[config.mk]
export PLATFORM = sky130hd
export DESIGN_NAME = decode_legality_pipe_flat
export DESIGN_NICKNAME = d
export VERILOG_FILES = /design/src/rtl/decode_legality_pipe.sv /design/src/rtl/decode_legality_if.sv /design/src/flat_wrapper.sv
export SDC_FILE = /design/constraint.sdc
export NUM_CORES = 1
export LEC_CHECK = 0
export ABC_AREA = 1
export CELL_PAD_IN_SITES_DETAIL_PLACEMENT = 1
export CELL_PAD_IN_SITES_GLOBAL_PLACEMENT = 1
export CORE_MARGIN = 1
export CORE_UTILIZATION = 36
export CTS_BUF_LIST = sky130_fd_sc_hd__clkbuf_16
export DETAILED_ROUTE_END_ITERATION = 16
export PLACE_DENSITY_LB_ADDON = 0.1
export SLEW_MARGIN = 10
export SYNTH_ARGS = -nofsm -noshare
export SYNTH_HDL_FRONTEND = slang
export SYNTH_SLANG_ARGS = --single-unit
[constraint.sdc]
create_clock -name clk -period 4.9 [get_ports clk]
set_clock_uncertainty 0.2 [all_clocks]
set_input_delay 0.98 -clock clk [delete_from_list [all_inputs] [get_ports clk]]
set_output_delay 0.98 -clock clk [all_outputs]
set_load 0.1 [all_outputs]
[src/rtl/decode_legality_pipe.sv]
// rtl/decode_legality_pipe.sv - registered multi-lane illegal-instruction classifier with trap hold
package decode_legality_pkg;
  typedef struct packed {
    logic INCLUDE_CSRS;
    logic INCLUDE_MUL;
    logic INCLUDE_DIV;
    logic INCLUDE_AMO;
    logic INCLUDE_IFENCE;
    logic INCLUDE_M_MODE;
    logic INCLUDE_S_MODE;
  } cpu_config_t;

  localparam cpu_config_t EXAMPLE_CONFIG = '{
    INCLUDE_CSRS: 1'b1, INCLUDE_MUL: 1'b1, INCLUDE_DIV: 1'b1, INCLUDE_AMO: 1'b1,
    INCLUDE_IFENCE: 1'b1, INCLUDE_M_MODE: 1'b1, INCLUDE_S_MODE: 1'b1
  };
endpackage

module decode_legality_pipe
  import decode_legality_pkg::*;
#(
  parameter cpu_config_t CONFIG    = EXAMPLE_CONFIG,
  parameter int          NUM_LANES = 2,
  parameter int          COUNTER_W = 32
) (
  input  logic                 clk,
  input  logic                 rst_n,
  decode_legality_if.slave     lanes,
  input  logic [1:0]           priv_level,
  input  logic                 mstatus_tw,
  input  logic                 flush,
  output logic [COUNTER_W-1:0] illegal_count
);

  typedef enum logic {ST_RUN, ST_TRAP_HOLD} state_t;

  state_t                     state, state_next;
  logic [NUM_LANES-1:0]       valid_q, illegal_q, valid_d, illegal_d;
  logic [NUM_LANES-1:0][31:0] tval_q, tval_d;
  logic                       ready, handoff, fault_seen;
  logic [COUNTER_W-1:0]       count_q;

  // Counters/FP CSRs are always present; machine and supervisor ranges follow the mode flags.
  function automatic logic csr_known(input logic [11:0] csr);
    logic hit;
    hit = (csr >= 12'h001) && (csr <= 12'h003);
    if (csr[11:8] == 4'hC && (csr[7:0] < 8'h20 || (csr[7:0] >= 8'h80 && csr[7:0] < 8'hA0)))
      hit = 1'b1;
    if (csr[9:8] == 2'b11 && CONFIG.INCLUDE_M_MODE) hit = 1'b1;
    if (csr[9:8] == 2'b01 && CONFIG.INCLUDE_S_MODE) hit = 1'b1;
    return hit;
  endfunction

  function automatic logic lane_legal(input logic [31:0] insn, input logic [1:0] priv,
                                      input logic tw);
    logic [2:0]  f3;
    logic [6:0]  f7;
    logic [11:0] csr;
    logic        csr_write;
    logic        ok;
    f3        = insn[14:12];
    f7        = insn[31:25];
    csr       = insn[31:20];
    csr_write = (f3[1:0] == 2'b01) || (insn[19:15] != 5'd0);
    ok        = 1'b0;
    if (insn[1:0] == 2'b11) begin
      case (insn[6:2])
        5'b01101, 5'b00101, 5'b11011: ok = 1'b1;
        5'b11001: ok = (f3 == 3'b000);
        5'b11000: ok = (f3 != 3'b010) && (f3 != 3'b011);
        5'b00000: ok = f3 inside {3'b000, 3'b001, 3'b010, 3'b100, 3'b101};
        5'b01000: ok = f3 inside {3'b000, 3'b001, 3'b010};
        5'b00100: begin
          case (f3)
            3'b001:  ok = (f7 == 7'b0000000);
            3'b101:  ok = (f7 == 7'b0000000) || (f7 == 7'b0100000);
            default: ok = 1'b1;
          endcase
        end
        5'b01100: begin
          if (f7 == 7'b0000000)      ok = 1'b1;
          else if (f7 == 7'b0100000) ok = (f3 == 3'b000) || (f3 == 3'b101);
          else if (f7 == 7'b0000001) ok = f3[2] ? CONFIG.INCLUDE_DIV : CONFIG.INCLUDE_MUL;
        end
        5'b00011: ok = (f3 == 3'b000) || (f3 == 3'b001 && CONFIG.INCLUDE_IFENCE);
        5'b01011: ok = CONFIG.INCLUDE_AMO && (f3 == 3'b010)
                       && (insn[31:27] inside {5'b00000, 5'b00001, 5'b00010, 5'b00011, 5'b00100,
                                               5'b01000, 5'b01100, 5'b10000, 5'b10100, 5'b11000,
                                               5'b11100})
                       && (insn[31:27] != 5'b00010 || insn[24:20] == 5'd0);
        5'b11100: begin
          if (f3 == 3'b000) begin
            case (insn)
              32'h00000073, 32'h00100073: ok = CONFIG.INCLUDE_M_MODE;
              32'h30200073: ok = CONFIG.INCLUDE_M_MODE && (priv == 2'b11);
              32'h10200073: ok = CONFIG.INCLUDE_S_MODE && (priv != 2'b00);
              32'h10500073: ok = CONFIG.INCLUDE_S_MODE && !((priv != 2'b11) && tw);
              // Remaining funct3=000 space: only SFENCE.VMA (rd = 0) is defined.
              default: ok = CONFIG.INCLUDE_S_MODE && (f7 == 7'b0001001)
                            && (insn[11:7] == 5'd0) && (priv != 2'b00);
            endcase
          end else if (f3 != 3'b100) begin
            ok = CONFIG.INCLUDE_CSRS && csr_known(csr) && (csr[9:8] <= priv)
                 && !((csr[11:10] == 2'b11) && csr_write);
          end
        end
        default: ok = 1'b0;
      endcase
    end
    return ok;
  endfunction

  // Oldest illegal lane wins; everything younger is squashed.
  always_comb begin : classify
    valid_d    = '0;
    illegal_d  = '0;
    tval_d     = '0;
    fault_seen = 1'b0;
    for (int i = 0; i < NUM_LANES; i++) begin
      if (lanes.in_valid[i] && !fault_seen) begin
        valid_d[i] = 1'b1;
        if (!lane_legal(lanes.in_instruction[i], priv_level, mstatus_tw)) begin
          illegal_d[i] = 1'b1;
          tval_d[i]    = lanes.in_instruction[i];
          fault_seen   = 1'b1;
        end
      end
    end
  end

  always_comb begin : fsm
    state_next = state;
    ready      = 1'b0;
    handoff    = (|valid_q) && lanes.out_ready;
    case (state)
      ST_RUN: begin
        ready = (~|valid_q || lanes.out_ready) && !((|valid_q) && (|illegal_q)) && !flush;
        if (handoff && (|illegal_q)) state_next = ST_TRAP_HOLD;
      end
      ST_TRAP_HOLD: ready = 1'b0;
      default:      state_next = ST_RUN;
    endcase
    if (flush) state_next = ST_RUN;
  end

  always_ff @(posedge clk or negedge rst_n) begin
    if (!rst_n) begin
      state     <= ST_RUN;
      valid_q   <= '0;
      illegal_q <= '0;
      tval_q    <= '0;
      count_q   <= '0;
    end else begin
      state <= state_next;
      if (flush) begin
        valid_q   <= '0;
        illegal_q <= '0;
        tval_q    <= '0;
      end else if (ready) begin
        valid_q   <= valid_d;
        illegal_q <= illegal_d;
        tval_q    <= tval_d;
      end else if (handoff) begin
        valid_q   <= '0;
        illegal_q <= '0;
        tval_q    <= '0;
      end
      if (!flush && handoff && (|illegal_q) && (count_q != {COUNTER_W{1'b1}}))
        count_q <= count_q + COUNTER_W'(1);
    end
  end

  assign lanes.in_ready    = ready;
  assign lanes.out_valid   = valid_q;
  assign lanes.out_illegal = illegal_q;
  assign lanes.out_tval    = tval_q;
  assign illegal_count     = count_q;

endmodule

[src/rtl/decode_legality_if.sv]
// rtl/decode_legality_if.sv - lane group handshake between fetch and decode legality stage
interface decode_legality_if #(
  parameter int NUM_LANES = 2
);
  logic [NUM_LANES-1:0]       in_valid;
  logic [NUM_LANES-1:0][31:0] in_instruction;
  logic                       in_ready;
  logic [NUM_LANES-1:0]       out_valid;
  logic [NUM_LANES-1:0]       out_illegal;
  logic [NUM_LANES-1:0][31:0] out_tval;
  logic                       out_ready;

  modport master (
    output in_valid, in_instruction, out_ready,
    input  in_ready, out_valid, out_illegal, out_tval
  );

  modport slave (
    input  in_valid, in_instruction, out_ready,
    output in_ready, out_valid, out_illegal, out_tval
  );
endinterface

[src/flat_wrapper.sv]
// flat-port wrapper written by rule: the top's interface ports become plain ports
module decode_legality_pipe_flat import decode_legality_pkg::*;
#(
  parameter cpu_config_t CONFIG    = EXAMPLE_CONFIG,
  parameter int          NUM_LANES = 2,
  parameter int          COUNTER_W = 32
)
  (clk, rst_n, priv_level, mstatus_tw, flush, illegal_count, lanes_in_valid, lanes_in_instruction, lanes_out_ready, lanes_in_ready, lanes_out_valid, lanes_out_illegal, lanes_out_tval);
  decode_legality_if #(.NUM_LANES(NUM_LANES)) lanes_i ();
  input  logic clk;
  input  logic rst_n;
  input  logic [1:0] priv_level;
  input  logic mstatus_tw;
  input  logic flush;
  output logic [COUNTER_W-1:0] illegal_count;
  input wire logic [$bits(lanes_i.in_valid)-1:0] lanes_in_valid;
  input wire logic [$bits(lanes_i.in_instruction)-1:0] lanes_in_instruction;
  input wire logic [$bits(lanes_i.out_ready)-1:0] lanes_out_ready;
  output wire logic [$bits(lanes_i.in_ready)-1:0] lanes_in_ready;
  output wire logic [$bits(lanes_i.out_valid)-1:0] lanes_out_valid;
  output wire logic [$bits(lanes_i.out_illegal)-1:0] lanes_out_illegal;
  output wire logic [$bits(lanes_i.out_tval)-1:0] lanes_out_tval;
  assign lanes_i.in_valid = lanes_in_valid;
  assign lanes_i.in_instruction = lanes_in_instruction;
  assign lanes_i.out_ready = lanes_out_ready;
  assign lanes_in_ready = lanes_i.in_ready;
  assign lanes_out_valid = lanes_i.out_valid;
  assign lanes_out_illegal = lanes_i.out_illegal;
  assign lanes_out_tval = lanes_i.out_tval;
  decode_legality_pipe #(.CONFIG(CONFIG), .NUM_LANES(NUM_LANES), .COUNTER_W(COUNTER_W)) u_core (.clk(clk), .rst_n(rst_n), .lanes(lanes_i), .priv_level(priv_level), .mstatus_tw(mstatus_tw), .flush(flush), .illegal_count(illegal_count));
endmodule
# Yosys cells after proc, flatten, opt, wreduce, memory -nomap -nowiden
# Cells that the tools add are included.
# totals
wordCells	247
inputBits	73
output_inout_bits	101
ff_bits	101
# op_classes
eq_ne	89
n_addsub	1
n_mux	58
reduce_logical	80
n_lt_le_gt_ge	12
bitwise	1
# ops
op	n
64-bit 2-to-1 mux	3
32-bit by 29-bit equality test with 1-bit output (second input constant)	4
32-bit 2-to-1 mux	4
5-bit equality test (second input constant)	16
32-bit by 21-bit equality test with 1-bit output (second input constant)	2
32-bit by 30-bit equality test with 1-bit output (second input constant)	2
32-bit by 7-bit equality test with 1-bit output (second input constant)	2
5-bit by 4-bit equality test with 1-bit output (second input constant)	12
5-bit logical NOT	8
1-bit 2-to-1 mux	39
32-bit by 1-bit adder with 32-bit output (second input constant)	1
1-bit logical AND	32
32-bit != test (second input constant)	1
5-bit by 2-bit equality test with 1-bit output (second input constant)	6
5-bit by 3-bit equality test with 1-bit output (second input constant)	6
12-bit by 1-bit greater-or-equal comparator with 1-bit output (second input constant)	2
12-bit by 2-bit <= comparator with 1-bit output (second input constant)	2
11-bit nonzero test	2
1-bit case mux with 10 select lines	2
5-bit nonzero test	4
8-bit greater-or-equal comparator (second input constant)	2
8-bit by 6-bit < comparator with 1-bit output (second input constant)	2
8-bit < comparator (second input constant)	2
2-bit equality test (second input constant)	7
other kinds (26)	78

# Longest topological paths before layout
# Gate-level depths: netlist (run 1).
# depth
ltp_word	35
depth_mapped	20
ltp_nobuf	19

# Worst setup path before layout (run 1)
# OpenSTA, ideal clock, no wires.
# synth_timing
path_kind	register to register
startpoint	register u_core.illegal_q[1], in the netlist u_core.lanes.out_illegal[1]
endpoint	register u_core.tval_q (netlist bit u_core.lanes.out_tval[43])
setup_ps	68
path_stages_with_launch	11
t_arrival_ps	3001
period_less_slack_ps	3268
required_ps	4632
slack_ps	1632
path_buffers	2
path_cell_list	dfrtp_1 > nor2_1 > inv_1 > o22ai_1 > nand3_1 > inv_1 > nor3_1 > buf_2 > clkbuf_1 > nand2_1 > nand2_1
# synth_between
elab_chain_cells	8
elab_cells_between_ends	9
classes_between	mux (3); reduce/logical (6)
# synth_lines
element	line_no	rtl
start, declared	decode_legality_pipe.sv:38	logic [NUM_LANES-1:0] valid_q, illegal_q, valid_d, illegal_d;
start signal, assigned	decode_legality_pipe.sv:161	illegal_q <= illegal_d;
2-bit OR reduction (*)	decode_legality_pipe.sv:137	ready = (~|valid_q || lanes.out_ready) && !((|valid_q) && (|illegal_q)) && !flush;
1-bit logical AND (*)	decode_legality_pipe.sv:137	
1-bit logical NOT (*)	decode_legality_pipe.sv:137	
1-bit logical AND (*) (2 in a row)	decode_legality_pipe.sv:137	
1-bit case mux with 2 select lines (*)	decode_legality_pipe.sv:135	case (state)
named net lanes_in_ready	flat_wrapper.sv:19	output wire logic [$bits(lanes_i.in_ready)-1:0] lanes_in_ready;
64-bit 2-to-1 mux	decode_legality_pipe.sv:159	end else if (ready) begin
64-bit 2-to-1 mux	decode_legality_pipe.sv:155	if (flush) begin
end signal, assigned	decode_legality_pipe.sv:162	tval_q <= tval_d;
end, declared	decode_legality_pipe.sv:39	logic [NUM_LANES-1:0][31:0] tval_q, tval_d;
# The timed path passes the listed nets; every way through them passes the cells marked *.
# A chain may end at the register's enable or synchronous reset.

# Worst setup path in the final report (run 1)
# layout_timing
startpoint	input lanes_out_ready
endpoint	output lanes_in_ready
# layout_between
elab_chain_cells	4
# layout_lines
element	line_no	rtl
start, declared	flat_wrapper.sv:18	input wire logic [$bits(lanes_i.out_ready)-1:0] lanes_out_ready;
1-bit logical OR	decode_legality_pipe.sv:137	
1-bit logical AND (2 in a row)	decode_legality_pipe.sv:137	
1-bit case mux with 2 select lines	decode_legality_pipe.sv:135	
end, declared	flat_wrapper.sv:19	
# Every way passes these cells.

==> results.sh, run 1 <==
export IMPL_whs_ns=0.280
export IMPL_synth_most_common_cell="nand2_1"
export IMPL_start_util_pct=37.6
export IMPL_grt_max_degree=74
export IMPL_cts_clk_slew_worst_paths_ns=0.07
export IMPL_die_x_um=126
export IMPL_cts_hold_buf=0
export IMPL_synth_seq_cells=101
export IMPL_instances_no_fill=1107
export IMPL_top_usage_layer="met2"
export IMPL_die_area_um2=15900
export IMPL_setup_viol=0
export IMPL_synth_area_top_cells="dfrtp_1, nand2_1, nor2_1, inv_1, nand4_1"
export IMPL_period_needed_ns=3.67
export IMPL_core_um2=14800
export IMPL_setup_tns_ns=0
export IMPL_synth_edf_count=0
export IMPL_pin_count=174
export IMPL_critPathRequiredTime_ns=3.72
export IMPL_fillCellCount=1829
export IMPL_reg2reg_to="u_core.illegal_count[25]"
export IMPL_synth_flop_cell="dfrtp_1"
export IMPL_peakVddDrop_uv=183
export IMPL_synth_async_reset_ratio_pct=100
export IMPL_drive_gt1_share_pct=3.14
export IMPL_crit_path_start="lanes_out_ready"
export IMPL_totalWireLength_mm=18.0
export IMPL_fin_util_pct=52.2
export IMPL_layout_worst_path_cycle_share_pct=74.9
export IMPL_clock_latency_ns=0.36
export IMPL_n_antenna_cell=0
export IMPL_hold_violations=0
export IMPL_placed_cells=1091
export IMPL_syn_area_um2=5550
export IMPL_status="completed"
export IMPL_cts_root_buf="clkbuf_16"
export IMPL_place_gp_congestion=0.899
export IMPL_area_delta_synth_final_pct=38.8
export IMPL_gr_usage_met2_pct=40.3
export IMPL_grt_setup_unrepaired="false"
export IMPL_cts_tree="built"
export IMPL_timing_fmax_mhz=272
export IMPL_power_density_nw_per_um2=313
export IMPL_cp_end_kind="output port"
export IMPL_multiInputGateArea_um2=2610
export IMPL_grt_met1_usage_pct=28.9
export IMPL_grt_pass1_wl_mm=29.9
export IMPL_grt_use_total_pct=23.4
export IMPL_synth_nets=829
export IMPL_grt_pass1_vias=6035
export IMPL_rrSetupSlack_ns=2.10
export IMPL_seq_area_um2=2530
export IMPL_holdPathStages=2
export IMPL_synth_area_per_cell_um2=7.38
export IMPL_seq_area_frac_synth_pct=45.6
export IMPL_maxCapViolCount=0
export IMPL_die_y_um=126
export IMPL_hold_class="reg2reg"
export IMPL_critPathArrivalTime_ns=2.49
export IMPL_dr_first_iter_drc_count=310
export IMPL_yosysWarnings=0
export IMPL_routed_via_density=5.12
export IMPL_power_leakage_nw=3.81
export IMPL_max_slew_margin_pct=31.2
export IMPL_yosys_top_cells_count="nand2_1, dfrtp_1, nor2_1, inv_1, nand4_1"
export IMPL_critPathKind="in2out"
export IMPL_port_buffers=173
export IMPL_ctsLongestPathBuffers=2
export IMPL_worst_slew_pin_slew_ns=1.03
export IMPL_fp_row_count=44
export IMPL_gr_usage_met3_pct=5.65
export IMPL_r2r_start="u_core.illegal_count[0]"
export IMPL_dr_pass1_iters=4
export IMPL_avgRoutedWirePerCell_um=16.2
export IMPL_postCtsSetupBuffers=0
export IMPL_hpwl_mm=13.7
export IMPL_ant_nets=0
export IMPL_cts_inserted_buffers=9
export IMPL_htree_levels=3
export IMPL_worstSetupStartpointType="primary input"
export IMPL_drc=0
export IMPL_cts_resized_gates=0
export IMPL_finalNetCount=996
export IMPL_yosys_area_top_type_share_pct=45.6
export IMPL_synth_top_area_cell="dfrtp_1"
export IMPL_vias=5669
export IMPL_synth_cell_types=35
export IMPL_clock_sinks=101
export IMPL_cp_endpoint="lanes_in_ready"
export IMPL_path_max_fanout=4
export IMPL_antenna_found_initial=0
export IMPL_synthCells=751
export IMPL_rr_worst_depth=15
export IMPL_slew_violations=0
export IMPL_gr_total_overflow=0
[placed cells by master, fill, tap and decap left out, drive strengths merged]
master / count
a211oi: 1
o31ai: 3
buf: 7
xor2: 19
a22o: 1
ha: 5
and2: 1
nor3b: 1
inv: 80
xnor2: 12
nand3: 42
nand3b: 1
o211ai: 3
o2111ai: 1
o21ai: 11
clkinv: 3
nor4: 10
nor2: 96
o311ai: 1
nor3: 20
nand2: 262
clkbuf: 9
o32ai: 1
o22ai: 3
a21oi: 8
clkinvlp: 2
or2: 2
a31oi: 1
nand4: 45
dfrtp: 101
clkdlybuf4s50: 171
[per-stage QoR]
step	setup slack, ns	cell area (um^2)	power, mW
6_report	1.23	7700	2.41
5_1_grt	1.01	7700	2.51
4_1_cts	1.24	7700	2.44
3_5_place_dp	0.988	7420	1.74
3_3_place_gp	1.11	7420	1.73
2_1_floorplan	1.63	5550	1.48
[cell type report]
class / count / share of cell area [%]
clock buffers: 9 / 2.93
flip-flops and latches: 101 / 32.8
well taps: 184 / 2.99
multi-input cells: 550 / 33.9
repair buffers: 178 / 22.9
clock inverters: 7 / 0.634
inverters: 78 / 3.80
[how the worst min path moves through the flow]
stage	start	endpoint	slack, ns
3_3_place_gp	u_core.lanes.out_tval[6]	u_core.lanes.out_tval[6]	0.26
5_1_grt	u_core.lanes.out_tval[58]	u_core.lanes.out_tval[58]	0.31
6_report	u_core.lanes.out_tval[6]	u_core.lanes.out_tval[6]	0.28
3_5_place_dp	u_core.lanes.out_tval[18]	u_core.lanes.out_tval[18]	0.27
4_1_cts	u_core.lanes.out_tval[18]	u_core.lanes.out_tval[18]	0.29
2_1_floorplan	u_core.state	u_core.state	0.31
[sequential cells by signal, summed over array words and instances, names as in the netlist]
name and flops:
u_core.lanes.out_tval 64, u_core.lanes.out_illegal 2, u_core.state 1, u_core.lanes.out_valid 2, u_core.illegal_count 32
[routing by layer]
layer | vias up | wire [um]
met5 | - | 0
li1 | 2739 | -
met1 | 2763 | 7820
met2 | 141 | 8870
met4 | 0 | 412
met3 | 26 | 868
[worst max-delay path, stage by stage]
cell and delay, ns:
clkdlybuf4s50_1 0.49, inv_1 0.07, o22ai_1 0.14, nand3_1 0.28, inv_1 0.20, buf_4 0.32
[cells by family after synthesis]
logic type | count (synthesis) | synth area share [%]
and+or+nand+nor | 480 | 37.2
xor gates and xnor gates | 31 | 4.90
AOI/OAI and AO/OA | 34 | 3.75
DFF | 101 | 45.6
adders and majority gates | 5 | 1.13
buffers and inverters | 100 | 7.49
[report_power, final]
group / internal (mW) / switching (mW) / total, mW
Clock: 0.347 / 0.341 / 0.688
Sequential: 0.886 / 0.0408 / 0.927
Combinational: 0.195 / 0.600 / 0.795
No activity file was read; power rests on OpenSTA's default activity.
==> run 2: changes to the inputs <==
CORE_UTILIZATION = 30   (was 36)
clock period = 3.1 ns   (was 4.9 ns; I/O delays follow)
==> run 2 against run 1 <==
Clock power grew 69%. Cell area rose by 3.3%. Sequential cell count unchanged. Worst hold slack got worse by 0.22 ns. Sequential share of layout area decreased by 0.98 points. Global-route usage down 2.8 points. Largest power group unchanged. Die area up 20%. Register-to-register slack worse by 1.6 ns. Critical endpoint is now u_core.lanes.out_tval[51]. Core utilization down 8.1 points. Highest routed layer unchanged.
==> results.sh, run 2 (synthesis gave the netlist of run 1 again) <==
export IMPL_worstSetupStartpointType="primary input"
export IMPL_cts_root_buf="clkbuf_16"
export IMPL_power_leakage_nw=4.24
export IMPL_port_buffers=173
export IMPL_cts_inserted_buffers=9
export IMPL_core_um2=18000
export IMPL_start_util_pct=30.8
export IMPL_instances_no_fill=1198
export IMPL_drc=0
export IMPL_grt_use_total_pct=20.6
export IMPL_timing_fmax_mhz=351
export IMPL_finalNetCount=1043
export IMPL_gr_total_overflow=0
export IMPL_grt_pass1_wl_mm=30.6
export IMPL_maxCapViolCount=0
export IMPL_hpwl_mm=14.7
export IMPL_slew_violations=0
export IMPL_final_common_cell="nand2_1"
export IMPL_grt_pass1_vias=6043
export IMPL_place_area_um2=7620
export IMPL_area_delta_synth_final_pct=43.4
export IMPL_critPathArrivalTime_ns=2.94
export IMPL_final_cell_mix="nand2_1, buf_4, dfrtp_1, nor2_1, inv_1"
export IMPL_place_gp_congestion=0.857
export IMPL_dr_first_iter_drc_count=211
export IMPL_hold_violations=0
export IMPL_clock_sinks=101
export IMPL_peakVddDrop_uv=281
export IMPL_hold_class="in2async"
export IMPL_max_slew_margin_pct=60.5
export IMPL_ctsLongestPathBuffers=2
export IMPL_clock_latency_ns=0.35
export IMPL_cts_hold_buf=0
export IMPL_period_needed_ns=2.85
export IMPL_htree_levels=3
export IMPL_critPathRequiredTime_ns=3.19
export IMPL_setup_tns_ns=0
export IMPL_drive_gt1_share_pct=18.6
export IMPL_grt_setup_unrepaired="false"
export IMPL_fp_row_count=49
export IMPL_routed_via_density=4.86
export IMPL_dr_pass1_iters=4
export IMPL_cp_end_kind="flop"
export IMPL_worst_slew_pin_slew_ns=0.592
export IMPL_setup_viol=0
export IMPL_setup_ws_ns=0.249
export IMPL_die_x_um=138
export IMPL_critPathKind="in2reg"
export IMPL_cts_clk_slew_worst_paths_ns=0.07
export IMPL_antenna_found_initial=0
export IMPL_pin_count=174
export IMPL_path_max_fanout=23
export IMPL_fin_area_um2=7950
export IMPL_grt_max_degree=69
export IMPL_die_area_um2=19000
export IMPL_die_y_um=138
export IMPL_totalWireLength_mm=19.3
export IMPL_placed_cells=1180
export IMPL_power_total_mw=3.93
export IMPL_largest_register_ffs=64
export IMPL_cts_tree="built"
export IMPL_pre_cts_ws_ns=-0.149
export IMPL_layout_worst_path_cycle_share_pct=92.0
export IMPL_ant_nets=0
export IMPL_n_antenna_cell=0
export IMPL_vias=5820
export IMPL_power_density_nw_per_um2=494
export IMPL_avgRoutedWirePerCell_um=16.1
export IMPL_status="completed"
-- run 2: layout make-up --
type	instances	area (um^2)
Fill cell	2242	10100
Multi-Input combinational cell	551	2620
Sequential cell	101	2530
Timing Repair Buffer	224	1930
Inverter	78	293
Tap cell	229	287
Clock buffer	9	225
Clock inverter	6	63.8
-- run 2: metrics by stage --
stage / hold WS, ns / util (%)
2_1_floorplan: 0.124 / -
3_3_place_gp: 0.267 / 42.3
3_5_place_dp: 0.267 / 42.3
4_1_cts: 0.0827 / 43.9
5_1_grt: 0.0920 / 44.1
6_report: 0.0585 / 44.1
-- run 2: where the power goes --
group,switching [mW],internal [mW],total [mW],leakage [nW]
combinational,0.973,0.329,1.30,2.76
clock,0.536,0.623,1.16,0.139
sequential,0.0638,1.40,1.46,1.34
-- run 2: worst max-delay path, cell delays in order --
cell and delay (ns):
clkdlybuf4s50_1 0.49, or2_2 0.35, nor2_1 0.15, nand3_1 0.15, nor2_1 0.11, nor2_1 0.05
nor4_1 0.22, nor2_1 0.09, nand2_1 0.09, nand2_2 0.06, nand2_4 0.13, buf_6 0.22
nand4_1 0.11, nand2_1 0.07
-- run 2: final timing paths --
check,start,endpoint,slack [ns],cells past startpoint
setup / recovery,lanes_in_instruction[28],u_core.lanes.out_tval[51],0.25,14
hold / removal,rst_n,u_core.lanes.out_tval[10],0.06,1
setup reg to reg,u_core.illegal_count[0],u_core.illegal_count[26],0.55,13
hold reg to reg,u_core.lanes.out_tval[20],u_core.lanes.out_tval[20],0.28,2
max in group asynchronous,rst_n,u_core.lanes.out_valid[1],1.88,2
min in group clk,u_core.lanes.out_tval[20],u_core.lanes.out_tval[20],0.28,2
-- run 2: repair_timing --
item | 4_1_cts | 5_1_grt
endpoints found under the setup margin | 0 | 45
buffers inserted | 0 | 2
resized for setup | 0 | 2
hold endpoints to repair | 0 | 0
-- run 2: layer usage --
layer | routed length, um | track usage [%] | vias to the layer above
li1 | - | - | 2847
met2 | 9430 | 35.3 | 131
met1 | 8670 | 26.5 | 2821
met5 | 0 | 0 | -
met3 | 819 | 3.03 | 21
met4 | 330 | 7.07 | 0
==> run 3: changes to the inputs <==
ABC_AREA = default   (was 1)
CELL_PAD_IN_SITES_GLOBAL_PLACEMENT = 2   (was 1)
CORE_UTILIZATION = 25   (was 30)
==> run 3 against run 2 <==
Fmax down 7.9%. Cell area up 1.5%. Wire length up 3.4%. Sequential share of layout area down 0.40 points. First-iteration DRC count down 18%. Clock power about the same. Worst hold slack better by 0.052 ns. Via count down 13%. Final cell count down 16%. Synthesized cell count down 36%. Register-to-register slack worse by 0.07 ns. Largest cell class is now registers.
==> results.sh, run 3 <==
export IMPL_hold_violations=0
export IMPL_hpwl_mm=13.5
export IMPL_drive_gt1_share_pct=34.7
export IMPL_power_total_mw=3.65
export IMPL_n_antenna_cell=0
export IMPL_dr_pass1_iters=4
export IMPL_critPathKind="in2reg"
export IMPL_max_slew_margin_pct=39.1
export IMPL_yosysWarnings=0
export IMPL_ctsLongestPathBuffers=2
export IMPL_reg2reg_to="u_core.illegal_count[4]"
export IMPL_rrSetupSlack_ns=0.48
export IMPL_start_util_pct=25.7
export IMPL_worstSetupStartpointType="primary input"
export IMPL_finalNetCount=813
export IMPL_power_density_nw_per_um2=452
export IMPL_synth_edf_count=0
export IMPL_avgRoutedWirePerCell_um=19.8
export IMPL_synth_area_top_cells="dfrtp_1, a32o_1, a22o_1, xnor2_1, nor2_1"
export IMPL_synth_nets=557
export IMPL_critPathArrivalTime_ns=3.14
export IMPL_drc=0
export IMPL_largest_register_ffs=64
export IMPL_grt_pass1_wl_mm=29.5
export IMPL_met1_length_mm=9.16
export IMPL_grt_max_degree=52
export IMPL_grt_pass1_vias=5257
export IMPL_timing_fmax_mhz=323
export IMPL_final_cell_mix="buf_4, dfrtp_1, clkdlybuf4s50_1, nor2_1, a22o_1"
export IMPL_synth_cell_types=59
export IMPL_sw_frac_of_total_pct=37.5
export IMPL_gr_total_overflow=0
export IMPL_cp_endpoint="u_core.lanes.out_tval[53]"
export IMPL_core_um2=19700
export IMPL_ant_nets=0
export IMPL_peakVddDrop_uv=331
export IMPL_cts_hold_buf=0
export IMPL_setup_viol=0
export IMPL_cts_inserted_buffers=9
export IMPL_slew_violations=0
export IMPL_routed_via_density=5.03
export IMPL_worst_slew_pin_slew_ns=0.912
export IMPL_path_max_fanout=8
export IMPL_clock_sinks=101
export IMPL_synth_async_reset_ratio_pct=100
export IMPL_p_int_mw=2.28
export IMPL_p_sw_mw=1.37
export IMPL_die_y_um=144
export IMPL_syn_area_um2=5050
export IMPL_pre_cts_ws_ns=-0.530
export IMPL_dr_wl_met2_mm=9.46
export IMPL_vias=5060
export IMPL_dr_first_iter_drc_count=172
export IMPL_crit_path_start="lanes_in_instruction[57]"
export IMPL_hold_class="in2async"
export IMPL_setup_ws_ns=0.00367
export IMPL_status="completed"
export IMPL_fin_util_pct=41.0
export IMPL_period_needed_ns=3.10
export IMPL_pin_count=174
export IMPL_htree_levels=3
export IMPL_place_gp_congestion=0.836
export IMPL_die_area_um2=20800
export IMPL_yosys_top_cells_count="dfrtp_1, nor2_1, a22o_1, a32o_1, nand2_1"
export IMPL_synth_flop_cell="dfrtp_1"
export IMPL_clkPwrFrac_pct=31.0
export IMPL_cpMaxStageDelayCell="clkdlybuf4s50_1"
export IMPL_cp_end_kind="flop"
export IMPL_antenna_found_initial=0
export IMPL_die_x_um=144
export IMPL_cts_root_buf="clkbuf_16"
export IMPL_worstPathCellList="clkdlybuf4s50_1 > buf_4 > o41ai_1 > a31oi_1 > nor4b_2 > nor4_4 > buf_6 > a211o_4 > a32o_1"
export IMPL_synthCells=479
export IMPL_totalWireLength_mm=19.9
export IMPL_yosys_area_top_type_share_pct=50.0
export IMPL_cts_clk_slew_worst_paths_ns=0.08
export IMPL_area_delta_synth_final_pct=59.6
export IMPL_power_leakage_nw=3.78
export IMPL_synth_seq_cells=101
export IMPL_port_buffers=173
export IMPL_grt_use_total_pct=18.7
export IMPL_combPwrFrac_pct=29.9
export IMPL_layout_worst_path_cycle_share_pct=99.9
export IMPL_seq_area_frac_synth_pct=50.0
export IMPL_final_common_cell="buf_4"
export IMPL_synth_most_common_cell="dfrtp_1"
export IMPL_power_frac_seq_pct=39.1
export IMPL_fillCellCount=2249
export IMPL_synth_area_per_cell_um2=10.6
export IMPL_dr_wl_met3_mm=1.05
export IMPL_cts_tree="built"
export IMPL_routed_top_layer="met4"
export IMPL_maxCapViolCount=0
export IMPL_r2r_start="u_core.illegal_count[20]"
export IMPL_rr_worst_depth=8
export IMPL_synth_top_area_cell="dfrtp_1"
export IMPL_critPathRequiredTime_ns=3.14
export IMPL_fp_row_count=51
export IMPL_cpPeakStageDelay_ns=0.49
export IMPL_clock_latency_ns=0.35
-- run 3: cell count changes after synthesis, sizes merged, moves of 12 or more --
cell    change
a22o       +32
inv        -65
nand4      -33
a32o       +32
nor2       -57
nand2     -231
clkbuf     +12
nand3      -32
-- run 3: critical path, delay by kind of cell --
kind                   cells  cell delay, ns
AOI/OAI and AO/OA          4            1.16
buffers and inverters      3            0.85
and+or+nand+nor            2            0.51
-- run 3: cell type report --
class                           count  area, um^2  area share [%]
Tap cell                          265         332            4.11
Clock buffer                        9         225            2.79
Clock inverter                      7        57.6           0.714
Sequential cell                   101        2540            31.5
Inverter                           13        48.8           0.605
Multi-Input combinational cell    339        2520            31.2
Timing Repair Buffer              271        2350            29.1
-- run 3: worst min path at each step --
stage / start / end / slack (ns) / depth (start not counted)
after CTS: rst_n / u_core.lanes.out_tval[18] / 0.13 / 1
after detailed placement: u_core.illegal_count[22] / u_core.illegal_count[22] / 0.27 / 1
final: rst_n / u_core.lanes.out_tval[15] / 0.11 / 1
after floorplan: rst_n / u_core.illegal_count[0] / 0.12 / 0
after global routing: rst_n / u_core.lanes.out_tval[15] / 0.15 / 1
after global placement: u_core.illegal_count[22] / u_core.illegal_count[22] / 0.26 / 1
-- run 3: metrics by stage --
step / instance area [um^2] / TNS [ns] / instances / hold slack (ns)
2_1_floorplan: 5070 / 0 / 479 / 0.124
3_3_place_gp: 7490 / -21.74 / 977 / 0.264
3_5_place_dp: 7490 / -24.76 / 977 / 0.272
4_1_cts: 7870 / 0 / 997 / 0.134
5_1_grt: 8070 / -0.451 / 1005 / 0.154
6_report: 8070 / 0 / 1005 / 0.111
-- run 3: metal layers --
metal	vias to the layer above	GRT usage (%)
met2	134	30.9
met1	2565	25.1
met4	0	5.32
met3	14	3.05
met5	-	0
li1	2347	-
-- run 3: logic make-up (layout without fill, tap and decap cells) --
| logic type | after synthesis | in the layout | share of synthesized area (%) |
|---|---|---|---|
| buffers and inverters | 43 | 300 | 3.89 |
| XOR/XNOR | 32 | 32 | 5.55 |
| adder cells (fa/ha/maj) | 6 | 6 | 1.44 |
| flip-flops | 101 | 101 | 50.0 |
| multiplexers | 2 | 2 | 0.446 |
| AND/OR/NAND/NOR | 175 | 175 | 18.7 |
| AO/OA/AOI/OAI | 120 | 124 | 20.0 |
-- run 3: repair_timing --
item	CTS	global route
pin swaps	7	16
gates cloned	3	6
endpoints found under the hold margin	0	0
setup buffers	1	2
endpoints found under the setup margin	33	45
resized for setup	12	31
-- run 3: power groups by stage --
stage | clock, mW | sequential [mW] | combinational [mW]
2_1_floorplan | 0 | 1.88 | 0.197
3_3_place_gp | 0 | 1.45 | 1.04
3_5_place_dp | 0 | 1.45 | 1.05
4_1_cts | 1.16 | 1.43 | 1.07
5_1_grt | 1.22 | 1.43 | 1.15
6_report | 1.13 | 1.42 | 1.09
==> edit: new RTL, flow settings as in run 3 <==
Make the reset (`rst_n`) synchronous in one clocked block.
--- a/src/rtl/decode_legality_pipe.sv
+++ b/src/rtl/decode_legality_pipe.sv
@@ -143,7 +143,7 @@
     if (flush) state_next = ST_RUN;
   end
 
-  always_ff @(posedge clk or negedge rst_n) begin
+  always_ff @(posedge clk) begin
     if (!rst_n) begin
       state     <= ST_RUN;
       valid_q   <= '0;
Function: differs if rst_n is asserted again (counterexample within 4 cycles, from zero or initial values and one cycle with rst_n low); with rst_n held inactive, the same outputs for 4 cycles.
==> edit against run 3 <==
Synthesized area is 0.25% higher. Hold slack better by 0.15 ns. Setup slack gained 0.014 ns. Final area down 3.5%. Sequential cell count is the same. Wire length shrank 3.8%.
Power is not compared: it rests on default switching activity, and its combinational part moved more than twofold at a synthesized area within 25%.
==> edit: results (changes against run 3) <==
- Syn nets: 728 (was 557)
- Cell Area, Placed: 7310 µm² (was 7490 µm²)
- Setup ws final: 0.0180 ns (was 0.00367 ns)
- Ys async rst share: 0% (was 100%)
- Share of cells above drive strength 1: 25.3% (was 34.7%)
- Fraction of synthesized area in multiplexers: 0% (was 0.446%)
- Post-synth top cells: nand2_1, dfxtp_1, o21ai_0, nand3_1, nor2_1 (was dfrtp_1, nor2_1, a22o_1, a32o_1, nand2_1)
- First-pass GRT wire length: 29700 µm (was 29500 µm)
- Worst reg2reg path depth: 9 (was 8)
- Worst-Margin Slew: 0.406 ns (was 0.912 ns)
- Count of cell types in the netlist: 61 (was 59)
- DRT Wirelength: 19200 µm (was 19900 µm)
- Worst hold path class: reg2reg (was in2async)
- Pre-antenna DRT Iters: 6 (was 4)
- Half-perimeter wire length after placement: 14400 µm (was 13500 µm)
- Met3 Use GR: 4.54% (was 3.05%)
- Met2 GRT Util: 32.6% (was 30.9%)
- CP startpoint: lanes_in_instruction[17] (was lanes_in_instruction[57])
- Post CTS Setup Buffer Count: 0 (was 1)
- Capture point of the worst path: u_core.lanes.out_tval[38]$_SDFFE_PP0P_ (was u_core.lanes.out_tval[53]$_DFFE_PN0P_)
- Largest net degree at the start of global routing: 67 (was 52)
- Adder-Cell Fraction of Synth Area: 1.43% (was 1.44%)
- Outcome: finished, final reports clean (unchanged)
- Routed met3 length: 964 µm (was 1050 µm)
- R2r setup slk: 0.73 ns (was 0.48 ns)
- Synth Area in Compound Gates: 15.2% (was 20.0%)
- CP peak stage delay: 0.43 ns (was 0.49 ns)
- # resized after CTS: 6 (was 12)
- Global Route met1 Usage: 21.0% (was 25.1%)
## edit: changes by cell type in the layout (fill, tap and decap cells not counted), moves of 17 or more
cell	run 3	this run
dfxtp_1	0	101
dfrtp_1	93	0
nand2_1	31	122
o21ai_0	7	68
nand3_1	9	46
a22o_1	33	0
a32o_1	32	1
and2_1	2	22
buf_4	189	172
## edit: how the worst min path moves through the flow
stage	start	endpoint	slack, ns	depth (start not counted)
finish	u_core.lanes.out_tval[51]$_SDFFE_PP0P_	u_core.lanes.out_tval[51]$_SDFFE_PP0P_	0.26	2
global route	u_core.lanes.out_tval[41]$_SDFFE_PP0P_	u_core.lanes.out_tval[41]$_SDFFE_PP0P_	0.28	2
CTS	u_core.lanes.out_tval[38]$_SDFFE_PP0P_	u_core.lanes.out_tval[38]$_SDFFE_PP0P_	0.26	2
detailed placement	u_core.lanes.out_tval[38]$_SDFFE_PP0P_	u_core.lanes.out_tval[38]$_SDFFE_PP0P_	0.24	2
global placement	u_core.lanes.out_tval[42]$_SDFFE_PP0P_	u_core.lanes.out_tval[42]$_SDFFE_PP0P_	0.24	2
floorplan	u_core.state$_SDFF_PP0_	u_core.state$_SDFF_PP0_	0.27	2
## edit: metrics by stage
step	power [µW]	hold slack [ns]	cells
final	2910	0.256	1141
after global routing	3040	0.282	1141
after CTS	2940	0.257	1137
after detailed placement	1810	0.241	1121
after global placement	1800	0.237	1121
after floorplan	1570	0.272	650
## edit: final cells by class
cell class                      instances  area, µm²
Sequential cell                       101       2020
Tap cell                              265        332
Clock buffer                            9        225
Inverter                               12       45.0
Multi-Input combinational cell        495       2910
Timing Repair Buffer                  252       2200
Fill cell                            2421      11900
Clock inverter                          7       56.3
## edit: tightest hold or removal path, stage by stage, from the launching register on
cell and delay, ns:
dfxtp_1 0.33, nand2_1 0.04, o21ai_0 0.05
